### config.mk
export PLATFORM = sky130hd
export DESIGN_NAME = hazard_ctrl
export DESIGN_NICKNAME = d
export VERILOG_FILES = /design/src/rtl/hazard_pkg.sv /design/src/rtl/sat_cnt32.sv /design/src/rtl/hazard_ctrl.sv
export SDC_FILE = /design/constraint.sdc
export NUM_CORES = 1
export LEC_CHECK = 0
export BUFFER_PORTS_ARGS = -buffer_cell sky130_fd_sc_hd__buf_4
export CORE_MARGIN = 4
export CORE_UTILIZATION = 30
export CTS_BUF_LIST = sky130_fd_sc_hd__clkbuf_16
export DETAILED_ROUTE_END_ITERATION = 8
export PLACE_DENSITY = 0.63
export SLEW_MARGIN = 15
export SYNTH_ARGS = -nofsm -noshare
export SYNTH_HDL_FRONTEND = slang
export SYNTH_HIERARCHICAL = 1
export SYNTH_SLANG_ARGS = --single-unit
### constraint.sdc
create_clock -name clk -period 6.3 [get_ports clk]
set_input_delay 1.26 -clock clk [delete_from_list [all_inputs] [get_ports clk]]
set_output_delay 1.26 -clock clk [all_outputs]
set_load 0.005 [all_outputs]
### src/rtl/hazard_pkg.sv
// hazard_pkg: stall FSM encoding, forwarding selects and the forwarding-match helper
package hazard_pkg;
  typedef enum logic [1:0] {RUN = 2'd0, MISS = 2'd1, RESUME = 2'd2} state_e;
  localparam logic [1:0] FWD_REG = 2'b00;
  localparam logic [1:0] FWD_MEM = 2'b01;
  localparam logic [1:0] FWD_WB  = 2'b10;
  function automatic logic [1:0] fwd_sel(input logic [4:0] src, input logic [4:0] dst_m,
                                         input logic [4:0] dst_w, input logic wr_m, input logic wr_w);
    return (wr_m && dst_m != 5'd0 && dst_m == src) ? FWD_MEM :
           (wr_w && dst_w != 5'd0 && dst_w == src) ? FWD_WB : FWD_REG;
  endfunction
endpackage

### src/rtl/sat_cnt32.sv
// sat_cnt32: 32-bit event counter with synchronous active-low clear that sticks at all-ones
module sat_cnt32 (
  input  logic        clk,
  input  logic        clr_n,
  input  logic        en,
  output logic [31:0] cnt
);
  logic [31:0] cnt_q, cnt_d;
  always_comb cnt_d = !clr_n ? 32'd0 : (en && cnt_q != 32'hFFFF_FFFF) ? cnt_q + 32'd1 : cnt_q;
  always_ff @(posedge clk) cnt_q <= cnt_d;
  assign cnt = cnt_q;
endmodule

### src/rtl/hazard_ctrl.sv
// hazard_ctrl: 5-stage pipeline stall/flush/forwarding control with a data-miss stall FSM
module hazard_ctrl
  import hazard_pkg::*;
(
  input  logic        clk,
  input  logic        rst_n,
  input  logic [4:0]  reg1_srcD,
  input  logic [4:0]  reg2_srcD,
  input  logic [4:0]  reg1_srcE,
  input  logic [4:0]  reg2_srcE,
  input  logic [4:0]  reg_dstE,
  input  logic [4:0]  reg_dstM,
  input  logic [4:0]  reg_dstW,
  input  logic        load_E,
  input  logic        reg_writeM,
  input  logic        reg_writeW,
  input  logic        br_takenE,
  input  logic        jalD,
  input  logic        dmissM,
  input  logic        ddoneM,
  output logic        bubbleF,
  output logic        bubbleD,
  output logic        bubbleE,
  output logic        bubbleM,
  output logic        bubbleW,
  output logic        flushF,
  output logic        flushD,
  output logic        flushE,
  output logic        flushM,
  output logic        flushW,
  output logic [1:0]  op1_sel,
  output logic [1:0]  op2_sel,
  output logic [31:0] stall_cnt,
  output logic [31:0] flush_cnt
);
  state_e state_q, state_d;
  logic   miss_stall, load_use;
  assign miss_stall = state_q == MISS || (state_q == RUN && dmissM);
  assign load_use   = load_E && reg_dstE != 5'd0 && (reg_dstE == reg1_srcD || reg_dstE == reg2_srcD);
  always_comb begin
    state_d = !rst_n ? RUN :
              state_q == RUN  ? (dmissM ? MISS : RUN) :
              state_q == MISS ? (ddoneM ? RESUME : MISS) : RUN;
    {bubbleF, bubbleD, bubbleE, bubbleM, bubbleW} = 5'b00000;
    {flushF, flushD, flushE, flushM, flushW}      = 5'b00000;
    if (!rst_n)
      {flushF, flushD, flushE, flushM, flushW} = 5'b11111;
    else if (miss_stall) begin
      {bubbleF, bubbleD, bubbleE, bubbleM} = 4'b1111;
      flushW = 1'b1;
    end else if (br_takenE)
      {flushD, flushE} = 2'b11;
    else if (load_use) begin
      {bubbleF, bubbleD} = 2'b11;
      flushE = 1'b1;
    end else if (jalD)
      flushD = 1'b1;
  end
  always_ff @(posedge clk) state_q <= state_d;
  assign op1_sel = rst_n ? fwd_sel(reg1_srcE, reg_dstM, reg_dstW, reg_writeM, reg_writeW) : FWD_REG;
  assign op2_sel = rst_n ? fwd_sel(reg2_srcE, reg_dstM, reg_dstW, reg_writeM, reg_writeW) : FWD_REG;
  sat_cnt32 u_stall (.clk(clk), .clr_n(rst_n), .en(bubbleF), .cnt(stall_cnt));
  sat_cnt32 u_flush (.clk(clk), .clr_n(rst_n), .en(flushD | flushE), .cnt(flush_cnt));
endmodule

======== Word-level counts from Yosys, hierarchy flattened ========
Cells that the tools add are included.
cells by class
  bitwise logic cells ..................... 1
  reductions and logical operators ........ 17
  shift-type cells ........................ 0
  div/mod/pow operators ................... 0
  magnitude comparators ................... 0
  mux-type cells .......................... 26
  $mul .................................... 0
  add/subtract/negate cells ............... 2
  equal/unequal tests ..................... 9
operators by type and width
  operator                                                               count
  32-bit by 1-bit adder with 32-bit output, second input constant        2
  32-bit != test, second input constant                                  2
  5-bit equality test                                                    6
  2-bit 2-to-1 mux                                                       9
  1-bit 2-to-1 mux                                                       17
  5-bit nonzero test                                                     3
  1-bit logical AND                                                      11
  2-bit by 1-bit equality test with 1-bit output, second input constant  1
  2-bit logical NOT                                                      1
  1-bit logical OR                                                       2
  1-bit OR                                                               1
storage, ports and cells
  register bits ........................... 66
  memories kept ........................... 0
  bits of input ports ..................... 44
  RAM bits ................................ 0
  latch bits .............................. 0
  word-level logic and storage cells ...... 58
  bits in read-only memories .............. 0
  output and inout bits ................... 78

======== Logic depth before layout (Yosys ltp) ========
  depth after elaboration ................. 9
  depth in mapped cells ................... 11
  gate-level depth less buffers ........... 10

======== By module ========
Netlist, hierarchy kept.
modules (own cells, without submodules)
  module       instances  area each (um2)  sequential area each (um2)  cells an instance
  sat_cnt32    2          1704.1           640.6                       200
  hazard_ctrl  1          563.0            40.0                        76

======== Least setup slack after synthesis ========
OpenSTA, ideal clock, no wires.
  kind .................................... input-to-reg
  from .................................... in reg_dstE[4]
  to ...................................... reg u_stall.cnt_q[31], in the netlist u_stall/cnt[31]
  buffers on the path ..................... 0
  arrival ................................. 3.845 ns
  slack ................................... 2.385 ns
  data required time ...................... 6.230 ns
  cell stages on the path ................. 10
  library setup time ...................... 0.070 ns
  cell sequence ........................... xnor2_1 -> nand3_1 -> nor3_1 -> o221ai_1 -> o22ai_1 -> nand4_1 -> or4_4 -> or3_1 -> or4_1 -> a21oi_1
on the way
  cells in the longest elaborated chain, start to end .. 8
  elaborated cells between the ends (all ways) .. 11
  classes of those cells .................. eq/ne (2); mux (4); reduce/logical (5)
RTL lines
  element                                                    line               text
  from (decl)                                                hazard_ctrl.sv:11  input logic [4:0] reg_dstE,
  5-bit equality test or 5-bit nonzero test (tied branches)  hazard_ctrl.sv:39  assign load_use = load_E && reg_dstE != 5'd0 && (reg_dstE == reg1_srcD || reg_dstE == reg2_srcD);
  1-bit logical OR or 1-bit logical AND (tied branches)      hazard_ctrl.sv:39
  1-bit logical AND (*)                                      hazard_ctrl.sv:39
  1-bit 2-to-1 mux (*) (4 in series)                         -
  via bubbleD                                                hazard_ctrl.sv:22  output logic bubbleD,
  1-bit logical AND (*)                                      sat_cnt32.sv:9     always_comb cnt_d = !clr_n ? 32'd0 : (en && cnt_q != 32'hFFFF_FFFF) ? cnt_q + 32'd1 : cnt_q;
  to (signal assigned)                                       sat_cnt32.sv:10    always_ff @(posedge clk) cnt_q <= cnt_d;
  to (decl)                                                  sat_cnt32.sv:8     logic [31:0] cnt_q, cnt_d;
Mark *: on every way through the listed nets, which the timed path passes. The rest lies on a longest branch.
A chain may end at the register's enable or synchronous reset.

======== Final worst setup path ========
  from .................................... in reg_dstE[3]
  to ...................................... reg u_flush.cnt_q[31], in the netlist u_flush/cnt[31]
on the way
  cells in the longest elaborated chain, start to end .. 9
  elaborated cells between the ends (all ways) .. 16
  classes of those cells .................. eq/ne (2); mux (8); bitwise (1); reduce/logical (5)
RTL lines
  element                                                    line               text
  5-bit equality test or 5-bit nonzero test (tied branches)  hazard_ctrl.sv:39
  1-bit logical OR or 1-bit logical AND (tied branches)      hazard_ctrl.sv:39
  1-bit logical AND (*)                                      hazard_ctrl.sv:39
  1-bit 2-to-1 mux                                           hazard_ctrl.sv:53  else if (load_use) begin
  1-bit 2-to-1 mux                                           hazard_ctrl.sv:51  end else if (br_takenE)
  1-bit 2-to-1 mux                                           hazard_ctrl.sv:48  else if (miss_stall) begin
  1-bit 2-to-1 mux                                           hazard_ctrl.sv:46  if (!rst_n)
  1-bit OR (*)                                               hazard_ctrl.sv:63  sat_cnt32 u_flush (.clk(clk), .clr_n(rst_n), .en(flushD | flushE), .cnt(flush_cnt));
  1-bit logical AND (*)                                      sat_cnt32.sv:9
  to (signal assigned)                                       sat_cnt32.sv:10
  to (decl)                                                  sat_cnt32.sv:8
Every way passes the cells marked *; elsewhere a longest branch is shown, timed or not.

==> metrics <==
outcome completed; DR WL/cell 15.9 um; Synth warnings 6; CP startpoint kind primary input; CTS tree built; antenna cells 0; Lkg Pwr 1.93 nW; FF+latch count, synth 66; Clock Skew 7.49 ps; Mapped Avg Cell Area 8.34 um^2; dpl cell area 0.00499 mm^2; Mapped Area 0.00397 mm^2; crit path DAT 4530 ps; dpl ws 1680 ps; Ports 122; Area Growth Syn to Fin 32.7%; FP Rows 41; initial antenna violation count 0; pwr dens 189 mW/mm^2; number of synthesized flops with an enable pin 0; Worst-path clk slew 50 ps; worst-path maximum fanout 12; Clock Tree Buf Depth 2; starting DRC count in detailed routing 220; DR vias 4,121; max-slew violations 0; Core Region 0.0128 mm^2; port bufs 120; Peak VDD IR 115 uV; min Tclk post-route 4280 ps; syn nets 522; Clk Tree Root Cell clkbuf_16; setup ws final 2020 ps; reg-to-reg slack, setup 3180 ps; Final Hold Viols 0; GRT Overall Usage 16.0%; Routed Antenna Nets 0; Die H 123 um; largest net degree at the start of global routing 49; register area 0.00132 mm^2; post-route design area 0.00527 mm^2; Least-Margin Pin Slew 1170 ps; H-tree depth 3; type of the worst min-delay path reg -> reg; Synth Instances 476; CTS Hold Bufs 0; fraction of layout cells with a size suffix above 1 25.7%; global placement routability congestion 0.835; gr ovfl total 0; data required time of the worst path 6550 ps; Max Cap Viol 0; synth top area cells dfxtp_1 (33%), or4_1 (4.9%), xnor2_1 (4.9%); fin nets 628; Distinct cells, synth 44; Die Area 0.0151 mm^2; fmax 233 MHz; Residual DRC 0; 1st-pass router iterations 4; area of the multi-input gates 0.00250 mm^2; Synth async-reset ratio 0%; cts repair resizes 0; Worst Setup End Kind flip-flop; Setup TNS 0 ps; Synth area leader dfxtp_1; RSZ-0062 raised after global routing false; vias in the first global route 4,032; initial core utilization 31.1%; top cell type's share of synthesized area 33.3%; Filler Cells Inserted 1,275; Setup Crit Path Kind in -> reg; period utilisation layout 68.0%; register area share after synthesis 33.3%; TritonCTS buffer count 9; Die Width 123 um; first-pass GRT wire length 19,700 um; via/cell ratio 5.43; # setup viols final 0; clock net sink count 66; postcts setup bufs 0; Clk Latency, worst-skew pair 330 ps; Slew headroom 21.2%; final wirelength 12,000 um; Synth Flop Type dfxtp_1; HPWL after DPL 8980 um
power by group:
part	internal [mW]	total (mW)	leakage (nW)	switching (mW)
clock	0.298	0.475	0.148	0.177
sequential	0.422	0.428	0.532	0.00607
combinational	0.0482	0.0940	1.24	0.0458
total	0.768	0.997	1.93	0.229
cell usage in the layout (no fill, tap or decap), drive strengths merged, types with 2 or more instances in the layout:
cell type / synthesis / final
o211ai: 5 / 5
nor3: 10 / 10
nor2: 24 / 24
or3: 12 / 12
and2: 6 / 6
buf: 8 / 123
nand2b: 19 / 19
a31oi: 3 / 3
nand2: 34 / 34
a2111o: 2 / 2
ha: 2 / 2
o311ai: 4 / 4
a21oi: 31 / 31
a21o: 2 / 2
dfxtp: 66 / 66
clkbuf: 20 / 9
xor2: 18 / 18
inv: 9 / 12
and4: 12 / 12
o31a: 2 / 2
nand3: 33 / 33
a211oi: 2 / 2
mux2i: 15 / 15
o21a: 3 / 3
o21ai: 8 / 8
a2111oi: 2 / 2
o31ai: 22 / 22
or4: 30 / 30
clkinv: 0 / 3
xnor2: 22 / 22
and3: 6 / 6
nand4: 18 / 18
nor4: 15 / 15
o41ai: 8 / 8
through the flow:
step                      hold WS, ps  power [mW]  instances  utilization [%]
after floorplan                   436       0.481        476                -
after global placement            446       0.528        743             39.1
after detailed placement          469       0.532        743             39.1
after CTS                         479        1.01        759             41.3
after global routing              504        1.03        759             41.3
final                             477       0.997        759             41.3
metal layers:
metal  GRT usage, %  routed length, um  vias up
li1               -                  -     2031
met1           19.0               5110     1968
met2           28.1               6100      107
met3           3.52                620       15
met4           6.16                216        0
met5              0                  0        -
synth_stat cells (all sizes together) (9+ instances only):
library cell,instances
dfxtp,66
nand2,34
nand3,33
a21oi,31
or4,30
nor2,24
o31ai,22
xnor2,22
clkbuf,20
nand2b,19
nand4,18
xor2,18
mux2i,15
nor4,15
and4,12
or3,12
nor3,10
inv,9
critical path, stage by stage:
cell      delay (ps)
buf_4            120
xnor2_1          160
nand3_1          100
nor3_1           220
o221ai_1         240
a21oi_1          400
nand4_1          440
or4_4            640
or3_1            390
or4_1            400
a21oi_1          150
worst paths after layout:
kind	depth (start not counted)	to	startpoint
max	11	u_flush/cnt[31]	reg_dstE[3]
min	2	state_q[1]	state_q[0]
max reg2reg	8	u_flush/cnt[31]	state_q[0]
min reg2reg	2	state_q[1]	state_q[0]
logic make-up after synthesis:
| group | count (synthesis) | share of synthesized area [%] |
|---|---|---|
| and+or+nand+nor | 219 | 32.5 |
| muxes | 15 | 3.78 |
| adders and majority gates | 2 | 0.630 |
| DFF | 66 | 33.3 |
| other | 1 | 0.0944 |
| buffers and inverters | 37 | 4.13 |
| AOI/OAI and AO/OA | 96 | 16.8 |
| xor gates and xnor gates | 40 | 8.82 |
flip-flops by register name, indices dropped and copies added, names as in the netlist:
register     flops
u_flush/cnt     32
state_q          2
u_stall/cnt     32
area by class of cell:
class / instances / share of cell area, %
inverter: 9 / 0.641
clock inverter: 7 / 1.02
sequential: 66 / 25.1
clock buffer: 9 / 4.27
timing repair buffer: 123 / 17.5
tap: 172 / 4.08
multi-input combinational: 373 / 47.4
(Power assumes the default switching activity.)
